### src/rtl/pla_io_pkg.sv
// Shared definitions for the PLA vector driver: default bus widths,
// error counter width, settle counter width and the controller state type.
package pla_io_pkg;

    localparam int NUM_IN_DEF  = 22;
    localparam int NUM_OUT_DEF = 29;
    localparam int ERR_W       = 16;
    localparam int CNT_W       = 8;   // holds SETTLE_CYCLES-1 for 1..255

    typedef enum logic [1:0] {
        IDLE   = 2'd0,
        SETTLE = 2'd1,
        HOLD   = 2'd2
    } state_e;

endpackage

### src/rtl/pla_vec_cmp.sv
// Masked compare of a captured PLA response against its expected value.
// A bit participates only where mask is 1.
module pla_vec_cmp #(
    parameter int W = 29
) (
    input  logic [W-1:0] z,
    input  logic [W-1:0] exp,
    input  logic [W-1:0] mask,
    output logic         mismatch
);

    // any checked bit that differs flags the whole vector
    assign mismatch = |((z ^ exp) & mask);

endmodule

### src/rtl/pla_vector_driver.sv
// Drives one input cube into an external combinational PLA, waits a fixed
// number of settle cycles, captures the response, compares it under a mask
// and holds the result until the consumer takes it. Mismatches are counted
// in a saturating counter.
module pla_vector_driver
    import pla_io_pkg::*;
#(
    parameter int NUM_IN        = NUM_IN_DEF,
    parameter int NUM_OUT       = NUM_OUT_DEF,
    parameter int SETTLE_CYCLES = 2
) (
    input  logic               clk,
    input  logic               rst,
    input  logic               in_valid,
    output logic               in_ready,
    input  logic [NUM_IN-1:0]  in_vec,
    input  logic [NUM_OUT-1:0] in_exp,
    input  logic [NUM_OUT-1:0] in_mask,
    output logic [NUM_IN-1:0]  pla_x,
    input  logic [NUM_OUT-1:0] pla_z,
    output logic               out_valid,
    input  logic               out_ready,
    output logic [NUM_OUT-1:0] out_z,
    output logic               out_mismatch,
    output logic [ERR_W-1:0]   err_count,
    input  logic               clr_count,
    output logic               busy
);

    localparam logic [CNT_W-1:0] CNT_LOAD = CNT_W'(SETTLE_CYCLES - 1);
    localparam logic [ERR_W-1:0] ERR_MAX  = '1;

    state_e             state_q, state_d;
    logic [CNT_W-1:0]   cnt_q, cnt_d;
    logic [NUM_IN-1:0]  x_q, x_d;
    logic [NUM_OUT-1:0] exp_q, exp_d;
    logic [NUM_OUT-1:0] mask_q, mask_d;
    logic [NUM_OUT-1:0] z_q, z_d;
    logic               mism_q, mism_d;
    logic               ovld_q, ovld_d;
    logic [ERR_W-1:0]   err_q, err_d;
    logic               capture;
    logic               cmp_mism;

    // compare the live PLA outputs; only used on the capture edge
    pla_vec_cmp #(.W(NUM_OUT)) u_cmp (
        .z        (pla_z),
        .exp      (exp_q),
        .mask     (mask_q),
        .mismatch (cmp_mism)
    );

    // next-state and datapath updates for accept / settle / hold
    always_comb begin
        state_d = state_q;
        cnt_d   = cnt_q;
        x_d     = x_q;
        exp_d   = exp_q;
        mask_d  = mask_q;
        z_d     = z_q;
        mism_d  = mism_q;
        ovld_d  = ovld_q;
        capture = 1'b0;
        case (state_q)
            IDLE: begin
                if (in_valid) begin
                    x_d     = in_vec;
                    exp_d   = in_exp;
                    mask_d  = in_mask;
                    cnt_d   = CNT_LOAD;
                    state_d = SETTLE;
                end
            end
            SETTLE: begin
                if (cnt_q == '0) begin
                    capture = 1'b1;
                    z_d     = pla_z;
                    mism_d  = cmp_mism;
                    ovld_d  = 1'b1;
                    state_d = HOLD;
                end else begin
                    cnt_d = cnt_q - 1'b1;
                end
            end
            HOLD: begin
                if (out_ready) begin
                    ovld_d  = 1'b0;
                    state_d = IDLE;
                end
            end
            default: state_d = IDLE;
        endcase
    end

    // saturating mismatch counter; clear wins over a same-edge increment
    always_comb begin
        err_d = err_q;
        if (clr_count)
            err_d = '0;
        else if (capture && cmp_mism && (err_q != ERR_MAX))
            err_d = err_q + 1'b1;
    end

    // state and datapath registers with synchronous reset
    always_ff @(posedge clk) begin
        if (rst) begin
            state_q <= IDLE;
            cnt_q   <= '0;
            x_q     <= '0;
            exp_q   <= '0;
            mask_q  <= '0;
            z_q     <= '0;
            mism_q  <= 1'b0;
            ovld_q  <= 1'b0;
            err_q   <= '0;
        end else begin
            state_q <= state_d;
            cnt_q   <= cnt_d;
            x_q     <= x_d;
            exp_q   <= exp_d;
            mask_q  <= mask_d;
            z_q     <= z_d;
            mism_q  <= mism_d;
            ovld_q  <= ovld_d;
            err_q   <= err_d;
        end
    end

    assign in_ready     = (state_q == IDLE);
    assign busy         = (state_q != IDLE);
    assign pla_x        = x_q;
    assign out_valid    = ovld_q;
    assign out_z        = z_q;
    assign out_mismatch = mism_q;
    assign err_count    = err_q;

endmodule

### config.mk
export PLATFORM = sky130hd
export DESIGN_NAME = pla_vector_driver
export DESIGN_NICKNAME = d
export VERILOG_FILES = /design/src/rtl/pla_io_pkg.sv /design/src/rtl/pla_vec_cmp.sv /design/src/rtl/pla_vector_driver.sv
export SDC_FILE = /design/constraint.sdc
export NUM_CORES = 1
export LEC_CHECK = 0
export BUFFER_PORTS_ARGS = -buffer_cell sky130_fd_sc_hd__buf_4
export CAP_MARGIN = 20
export CORE_ASPECT_RATIO = 0.8
export CORE_MARGIN = 4
export CORE_UTILIZATION = 56
export CTS_BUF_LIST = sky130_fd_sc_hd__clkbuf_8
export CTS_CLUSTER_SIZE = 14
export DETAILED_ROUTE_END_ITERATION = 10
export MAX_ROUTING_LAYER = met4
export PLACE_DENSITY = 0.85
export RECOVER_POWER = 50
export SYNTH_ARGS = -nofsm -noshare
export SYNTH_HDL_FRONTEND = slang
export SYNTH_SLANG_ARGS = --single-unit
### constraint.sdc
create_clock -name clk -period 3.6 [get_ports clk]
set_input_delay 0.72 -clock clk [delete_from_list [all_inputs] [get_ports clk]]
set_output_delay 0.72 -clock clk [all_outputs]
set_load 0.05 [all_outputs]
* Word-level counts from Yosys, hierarchy flattened
Cells that the tools add are included.
** Word-level totals
- Register bits after elaboration :: 137
- Bits in latches :: 0
- Memory bits (writable) :: 0
- Memory bits (read-only) :: 0
- Input bits :: 114
- Output and inout port bits :: 71
- Logic and storage cells :: 46
- Memories :: 0
** Operators by class
- $add $sub $neg :: 2
- Multiply operators :: 0
- Div/mod/pow operators :: 0
- $lt $le $gt $ge :: 0
- Equality and inequality tests :: 7
- Shift-type cells :: 0
- Mux-type cells :: 12
- Bitwise logic cells :: 2
- Reductions and logical operators :: 14
** Operators with widths (count)
- 29-bit bitwise AND :: 1
- 29-bit OR reduction :: 1
- 29-bit XOR :: 1
- 16-bit by 1-bit adder with 16-bit output, second input constant :: 1
- 8-bit two-way mux :: 2
- 16-bit != test, second input constant :: 1
- 8-bit one-hot mux with 2 select lines :: 1
- 3-bit AND reduction :: 3
- 8-bit logical NOT :: 1
- 2-bit != test, second input constant :: 4
- 8-bit by 1-bit subtractor with 8-bit output, second input constant :: 1
- 2-bit two-way mux :: 3
- 2-bit one-hot mux with 3 select lines :: 1
- 2-bit nonzero test :: 3
- 1-bit two-way mux :: 4
- 2-bit AND reduction :: 2
- 2-bit by 1-bit equality test with 1-bit output, second input constant :: 1
- 2-bit equality test, second input constant :: 1
- 1-bit logical AND :: 2
- 2-bit logical NOT :: 1
- 1-bit one-hot mux with 2 select lines :: 1
- 2-bit OR reduction :: 1

* Longest topological paths before layout
Gate-level depths: netlist of run 1.
- Word-level depth :: 5
- Depth in mapped cells :: 8
- Depth with buffers taken out :: 7

* Cells and area by module
Synthesis of run 1 repeated with hierarchy kept, for this count alone.
** Second synthesis, totals
- Cells, all modules :: 686
- Area total of the unflattened synthesis :: 5499.0 sq um
** Modules (own cells, without submodules)
- pla_vector_driver :: instances 1, cells an instance 638, area an instance 5106.1 sq um, sequential area each 2742.6 sq um
- pla_vec_cmp :: instances 1, cells an instance 48, area an instance 392.9 sq um, sequential area each 0.0 sq um

* Least setup slack after synthesis of run 1
No wires, ideal clock.
- Kind :: in2reg
- Start point :: input port pla_z[23]
- End point :: register err_q[0], in the netlist err_count[0]
- Setup time :: 0.070 ns
- Arrival time :: 2.191 ns
- Required time :: 3.530 ns
- Setup slack :: 1.340 ns
- Stages :: 8
- Path buffers :: 2
- Path through :: xor2_1 a222oi_1 nand3_1 nor4_4 buf_6 buf_6 o21ai_0 a21oi_1
** Between the ends
- Cells in the longest elaborated chain, start to end :: 5
** Ends and longest elaborated chain
- start: declaration :: line pla_vector_driver.sv:20 : input logic [NUM_OUT-1:0] pla_z,
- 29-bit XOR :: line pla_vec_cmp.sv:13 : assign mismatch = |((z ^ exp) & mask);
- 29-bit bitwise AND :: line pla_vec_cmp.sv:13
- 29-bit OR reduction :: line pla_vec_cmp.sv:13
- 1-bit logical AND (2 in series) :: line pla_vector_driver.sv:100 : else if (capture && cmp_mism && (err_q != ERR_MAX))
- end signal: assignment :: line pla_vector_driver.sv:125 : err_q <= err_d;
- end: declaration :: line pla_vector_driver.sv:41 : logic [ERR_W-1:0] err_q, err_d;
Every way passes these cells.
A chain may end at the register's enable or synchronous reset.

* Worst setup path after layout of run 1
- Start point :: register cnt_q[3]
- End point :: register err_q[3], in the netlist err_count[3]
** Between the ends
- Cells in the longest elaborated chain, start to end :: 5
** Ends and longest elaborated chain
- start: declaration :: line pla_vector_driver.sv:34 : logic [CNT_W-1:0] cnt_q, cnt_d;
- start signal: assignment :: line pla_vector_driver.sv:118 : cnt_q <= cnt_d;
- 8-bit logical NOT :: line pla_vector_driver.sv:75 : if (cnt_q == '0) begin
- 1-bit two-way mux :: line pla_vector_driver.sv:75
- 1-bit two-way mux :: line pla_vector_driver.sv:64 : case (state_q)
- 1-bit logical AND (2 in series) :: line pla_vector_driver.sv:100
Every way passes these cells.

==> reports/metrics.yaml, run 1 <==
status:
  status: "complete, no violations"
floorplan:
  rows: 32
  die_y_um: 96.7
  ios: 185
  die_w_um: 119
  start_util_pct: 57.3
  dieArea_um2: 11500
  coreArea_um2: 9610
critical_path:
  slowest_stage: "or4_1"
  critPathCaptureType: "flip-flop"
  worstPathArrival_ps: 2800
  r2r-start: "cnt_q[3]$_SDFFE_PP0P_"
  cp_top_family: "simple AND/OR/NAND/NOR gates"
  cp_slowest_stage_delay_ps: 550
  worstPathRequired_ps: 3960
  r2r_slack_ps: 1160
  crit_fanout: 17
  startpoint: "cnt_q[3]$_SDFFE_PP0P_"
  path_buf_inv: 0
  start_kind: "flip-flop"
  crit_type: "reg -> reg"
  path_cells: "nor4_4 -> nand3_1 -> nor2_4 -> nand2_1 -> or4_1 -> a21oi_1"
sta:
  finalHoldViolCount: 0
  maxClockFrequency_ghz: 0.409
  rsz0062_at_grt: "no"
  finalSetupViolations: 0
  period_minus_slack_ps: 2440
  skew_ps: 14.7
  slew_violations: 0
  worst_slew_pin_slew_ps: 1250
  tns_ps: 0
  relSlewSlack_pct: 16.6
  period_share_pct: 67.9
drt:
  drtIter0Drc: 407
  drc: 0
  wl_per_cell_um: 15.6
  drt_wl_total_um: 15400
  first_pass_iters: 5
  viasPerCell: 5.51
  ant_nets: 0
  vias: 5450
synthesis:
  synth_area_um2: 5510
  syn_nets: 809
  yosys.area_share.simple_pct: 23.6
  synth_adder_area_share_pct: 0.681
  syn_inst: 692
  synth_compound_area_share_pct: 16.5
  synthDistinctLibCells: 35
  ys_seq_area_share_pct: 49.8
  ys_top_cells_by_count: "nand2_1, dfxtp_1, a21oi_1"
  synth-xor-area-share_pct: 5.56
  yosys-top-cells-area: "dfxtp_1, nand2_1, a21oi_1"
  avgSynthCellArea_um2: 7.96
  synth_flop_cell: "dfxtp_1"
  yosysMostFrequentCell: "nand2_1"
  synth_edf_count: 0
  yosysWarnings: 0
  synth_top_family_by_area: "simple AND/OR/NAND/NOR gates"
  yosys.area.top_type_share_pct: 49.8
  async_reset_ff_share_pct: 0
  synth_largest_area_cell: "dfxtp_1"
  synthMuxAreaShare_pct: 0
  ys_ff_latch: 137
place:
  dpl.cell_count: 957
  gp_congestion: 0.853
  dpl_cell_area_um2: 6920
  dp_hpwl_um: 11000
  numPortBuffers: 184
grt:
  grt_max_degree: 76
  antenna_found_initial: 0
  grt_usage_pct: 27.5
  grt_pass1_vias: 5346
  grt_pass1_wl_um: 25100
  overflow: 0
finish:
  stdcell_area_um2: 7020
  finalNetCount: 974
  n_fill_cell: 769
  regArea_um2: 2740
  multi_input_area_um2: 2560
  diodes: 0
  areaGrowthSynthToFinish_pct: 27.3
  post-route-util_pct: 73.0
  drive_gt1_share_pct: 17.9
  final_cell_count_no_fill: 989
clocking:
  cts_setup_buffers: 0
  cts.path.max_buffers: 2
  ctsHoldBuffers: 0
  clkSinkCount: 137
  clkTransAtPathRegs_ps: 70
  cts_tree: "yes"
  cts-root-buf: "clkbuf_8"
  cts_buffers: 17
  ctsResizeCount: 0
  htreeDepth: 4
  clock_latency_ps: 430
min_path:
  hold_path.class: "reg -> reg"
  hp-start: "out_z[24]$_SDFFE_PP0P_"
flow_run:
  maxCapViolations: 0
pwr:
  p_total_w: 0.00427
  peakVddDrop_mv: 0.547
  p_leak_nw: 2.76
  powerDensity_nw_per_um2: 609
[cells by family (layout without fill, tap and decap cells)]
logic type	after synthesis	count (layout)
simple gates	303	303
fa+ha+maj	3	3
buf+inv	50	228
xor+xnor	35	35
compound gates	164	164
flops	137	137
[flip-flops by register name (all words and copies together), names as in the netlist]
signal,cells
out_mismatch,1
out_valid,1
err_count,16
exp_q,29
mask_q,29
state_q,2
cnt_q,8
out_z,29
pla_x,22
[power by group]
part           internal, W  leakage, nW  switching (W)
sequential         0.00170         1.12       0.000124
clock             0.000584        0.199       0.000562
combinational     0.000385         1.44       0.000911
[cell type report]
type / count / area share [%]
Clock buffer: 20 / 3.92
Clock inverter: 12 / 1.21
Inverter: 6 / 0.321
Multi-Input combinational cell: 505 / 36.5
Sequential cell: 137 / 39.1
Tap cell: 119 / 2.12
Timing Repair Buffer: 190 / 16.9
[worst register-to-register path, stage by stage (launching register included)]
cell and delay, ps:
dfxtp_1 360, nor4_4 330, nand3_1 180, nor2_4 420
nand2_1 360, or4_1 550, a21oi_1 170
[worst paths after layout]
check / to / depth (start not counted)
setup reg to reg: err_count[3]$_SDFFE_PP0P_ / 6
hold / removal: out_z[24]$_SDFFE_PP0P_ / 2
hold reg to reg: out_z[24]$_SDFFE_PP0P_ / 2
setup / recovery: err_count[3]$_SDFFE_PP0P_ / 6
[layout by cell type, fill, tap and decap left out, drive strengths merged, types with 3 or more instances in the layout]
master,instances
o31ai,8
or4,9
clkbuf,88
nor4,3
buf,122
clkinv,5
nor2,16
a22oi,13
ha,3
o211ai,4
nand3,11
nor3,10
xor2,33
a21oi,124
a211oi,3
dfxtp,137
or3,6
nand2,229
nand4,8
o21ai,8
inv,10
[metal layers]
| metal | wire [µm] | global-route usage (%) | share of wire [%] | vias up |
|---|---|---|---|---|
| met5 | 0 | - | 0 | - |
| met4 | 306 | 10.5 | 2.0 | 0 |
| met3 | 1250 | 7.01 | 8.1 | 23 |
| met2 | 7350 | 43.7 | 48 | 217 |
| met1 | 6480 | 33.9 | 42 | 2553 |
| li1 | - | - | - | 2657 |
[per-stage QoR]
step           worst slack, ps  hold WS [ps]
2_1_floorplan             1340           436
3_3_place_gp              1040           442
3_5_place_dp               999           446
4_1_cts                   1140           456
5_1_grt                    964           475
6_report                  1160           457
Power figures use the tool's default switching activity.
==> run 2, diff against run 1 <==
- ABC_AREA: not set -> 1
- CORE_UTILIZATION: 56 -> 48
- PLACE_DENSITY: 0.85 -> 0.76
- clock period: 3.6 -> 2.1 ns (I/O delays scaled with it)
==> run 2 against run 1 <==
Against the previous run:
- utilization fell by 7.9 points
- clock skew increased by 1.3 ps
- global-route usage decreased by 5.5 points
- clock-buffer cell count fell by 2
- maximum frequency grew 35%
- combinational power up 130%
- hold slack worse by 220 ps
- synthesized cell count rose by 21%
- highest routed layer unchanged
- largest power group unchanged
- die area rose by 23%
==> reports/metrics.yaml, run 2 <==
floorplan:
  coreArea_um2: 11800
  rows: 35
  start_util_pct: 50.3
  die_w_um: 132
  ios: 185
  dieArea_um2: 14200
  die_y_um: 107
synthesis:
  ys_ff_latch: 137
  synth_area_um2: 5920
  ys_top_cells_by_count: "nor2_1, dfxtp_1, nand2_1"
  synth_largest_area_cell: "dfxtp_1"
  async_reset_ff_share_pct: 0
  syn_nets: 953
  yosysWarnings: 0
  yosys-top-cells-area: "dfxtp_1, nor2_1, o21ai_0"
  yosys.area.top_type_share_pct: 46.3
  yosysMostFrequentCell: "nor2_1"
  synth_flop_cell: "dfxtp_1"
  ys_seq_area_share_pct: 46.3
  synth_edf_count: 0
  synthDistinctLibCells: 31
  syn_inst: 836
  avgSynthCellArea_um2: 7.08
finish:
  finalNetCount: 1124
  diodes: 0
  n_fill_cell: 1052
  stdcell_area_um2: 7670
  final_cell_mix: "nor2_1, buf_4, dfxtp_1, nand2_1, o21ai_0"
  drive_gt1_share_pct: 21.9
  multi_input_area_um2: 2560
  regArea_um2: 2740
  areaGrowthSynthToFinish_pct: 29.6
  final_common_cell: "nor2_1"
critical_path:
  path_buf_inv: 3
  crit_type: "reg -> reg"
  start_kind: "flip-flop"
  worstPathArrival_ps: 2120
  cp_top_family: "buffers and inverters"
  critPathCaptureType: "flip-flop"
  cp_slowest_stage_delay_ps: 570
  worstPathRequired_ps: 2420
  slowest_stage: "clkbuf_4"
  crit_fanout: 55
  path_cells: "nor2_2 -> nand2_4 -> inv_1 -> clkbuf_4 -> nor2_1 -> inv_1 -> nor2_1"
clocking:
  clkTransAtPathRegs_ps: 70
  cts_tree: "yes"
  htreeDepth: 4
  cts-root-buf: "clkbuf_8"
  cts_buffers: 17
  ctsResizeCount: 0
  clkSinkCount: 137
  cts.path.max_buffers: 2
  cts_setup_buffers: 0
  ctsHoldBuffers: 0
  clock_latency_ps: 430
grt:
  grt_usage_pct: 22.0
  antenna_found_initial: 0
  grt_max_degree: 107
  grt_pass1_wl_um: 24800
  overflow: 0
  grt_pass1_vias: 5159
sta:
  skew_ps: 16.0
  period_minus_slack_ps: 1800
  tns_ps: 0
  rsz0062_at_grt: "no"
  finalSetupViolations: 0
  relSlewSlack_pct: 55.4
  maxClockFrequency_ghz: 0.554
  period_share_pct: 85.9
  slew_violations: 0
  finalHoldViolCount: 0
  worst_slew_pin_slew_ps: 669
drt:
  wl_per_cell_um: 13.2
  first_pass_iters: 5
  vias: 5667
  drtIter0Drc: 310
  viasPerCell: 4.85
  drt_wl_total_um: 15500
  drc: 0
  ant_nets: 0
place:
  numPortBuffers: 184
  dpl_cell_area_um2: 7380
  gp_congestion: 0.817
  dp_hpwl_um: 11000
min_path:
  hold_path.class: "in -> reg"
flow_run:
  maxCapViolations: 0
status:
  status: "complete, no violations"
pwr:
  powerDensity_nw_per_um2: 1120
  p_leak_nw: 3.61
  peakVddDrop_mv: 0.544
-- run 2: worst register-to-register path: cells and delay by family (launching register included) --
| family | cells | cell delay [ps] |
|---|---|---|
| and+or+nand+nor | 4 | 540 |
| DFF | 1 | 350 |
| buffers and inverters | 3 | 810 |
-- run 2: stage by stage --
| step | cells | utilization [%] | power [W] | setup WS, ps | hold slack, ps |
|---|---|---|---|---|---|
| 2_1_floorplan | 836 | - | 0.00566 | 218 | 444 |
| 3_3_place_gp | 1136 | 62.7 | 0.00654 | 282 | 454 |
| 3_5_place_dp | 1136 | 62.7 | 0.00658 | 237 | 458 |
| 4_1_cts | 1168 | 66.1 | 0.00879 | 319 | 202 |
| 5_1_grt | 1168 | 65.1 | 0.00910 | 125 | 203 |
| 6_report | 1168 | 65.1 | 0.00859 | 295 | 235 |
-- run 2: worst paths after layout --
kind	start	endpoint	slack [ps]	cells after the start
setup / recovery	state_q[1]$_SDFFE_PP0P_	cnt_q[4]$_SDFFE_PP0P_	300	7
hold / removal	rst	out_mismatch$_SDFFE_PP0P_	230	2
setup reg to reg	state_q[1]$_SDFFE_PP0P_	cnt_q[4]$_SDFFE_PP0P_	300	7
hold reg to reg	exp_q[11]$_SDFFE_PP0P_	exp_q[11]$_SDFFE_PP0P_	470	2
-- run 2: logic make-up (layout without fill, tap and decap cells) --
kind of cell / after synthesis / in the layout / share of synthesized area (%)
and+or+nand+nor: 380 / 380 / 27.4
AOI/OAI and AO/OA: 174 / 174 / 14.8
buffers and inverters: 138 / 322 / 10.2
DFF: 137 / 137 / 46.3
xor gates and xnor gates: 4 / 4 / 0.592
adders and majority gates: 3 / 3 / 0.634
-- run 2: routing by layer --
layer | routed length (µm) | GRT usage (%) | share of wire (%) | up-vias
li1 | - | - | - | 2988
met1 | 7300 | 29.0 | 47 | 2527
met2 | 6920 | 32.1 | 45 | 136
met3 | 1060 | 7.06 | 6.9 | 16
met4 | 185 | 7.64 | 1.2 | 0
met5 | 0 | - | 0 | -
-- run 2: layout make-up --
class | count | area share (%)
sequential | 137 | 35.7
multi-input combinational | 561 | 33.4
timing repair buffer | 192 | 18.3
inverter | 98 | 4.86
clock buffer | 18 | 3.23
tap | 148 | 2.41
clock inverter | 14 | 2.05
-- run 2: power breakdown --
part	leakage [nW]	internal [W]	switching, W
logic	2.29	0.000918	0.00210
registers	1.13	0.00309	0.000273
clock network	0.195	0.00119	0.00102
total	3.61	0.00519	0.00340
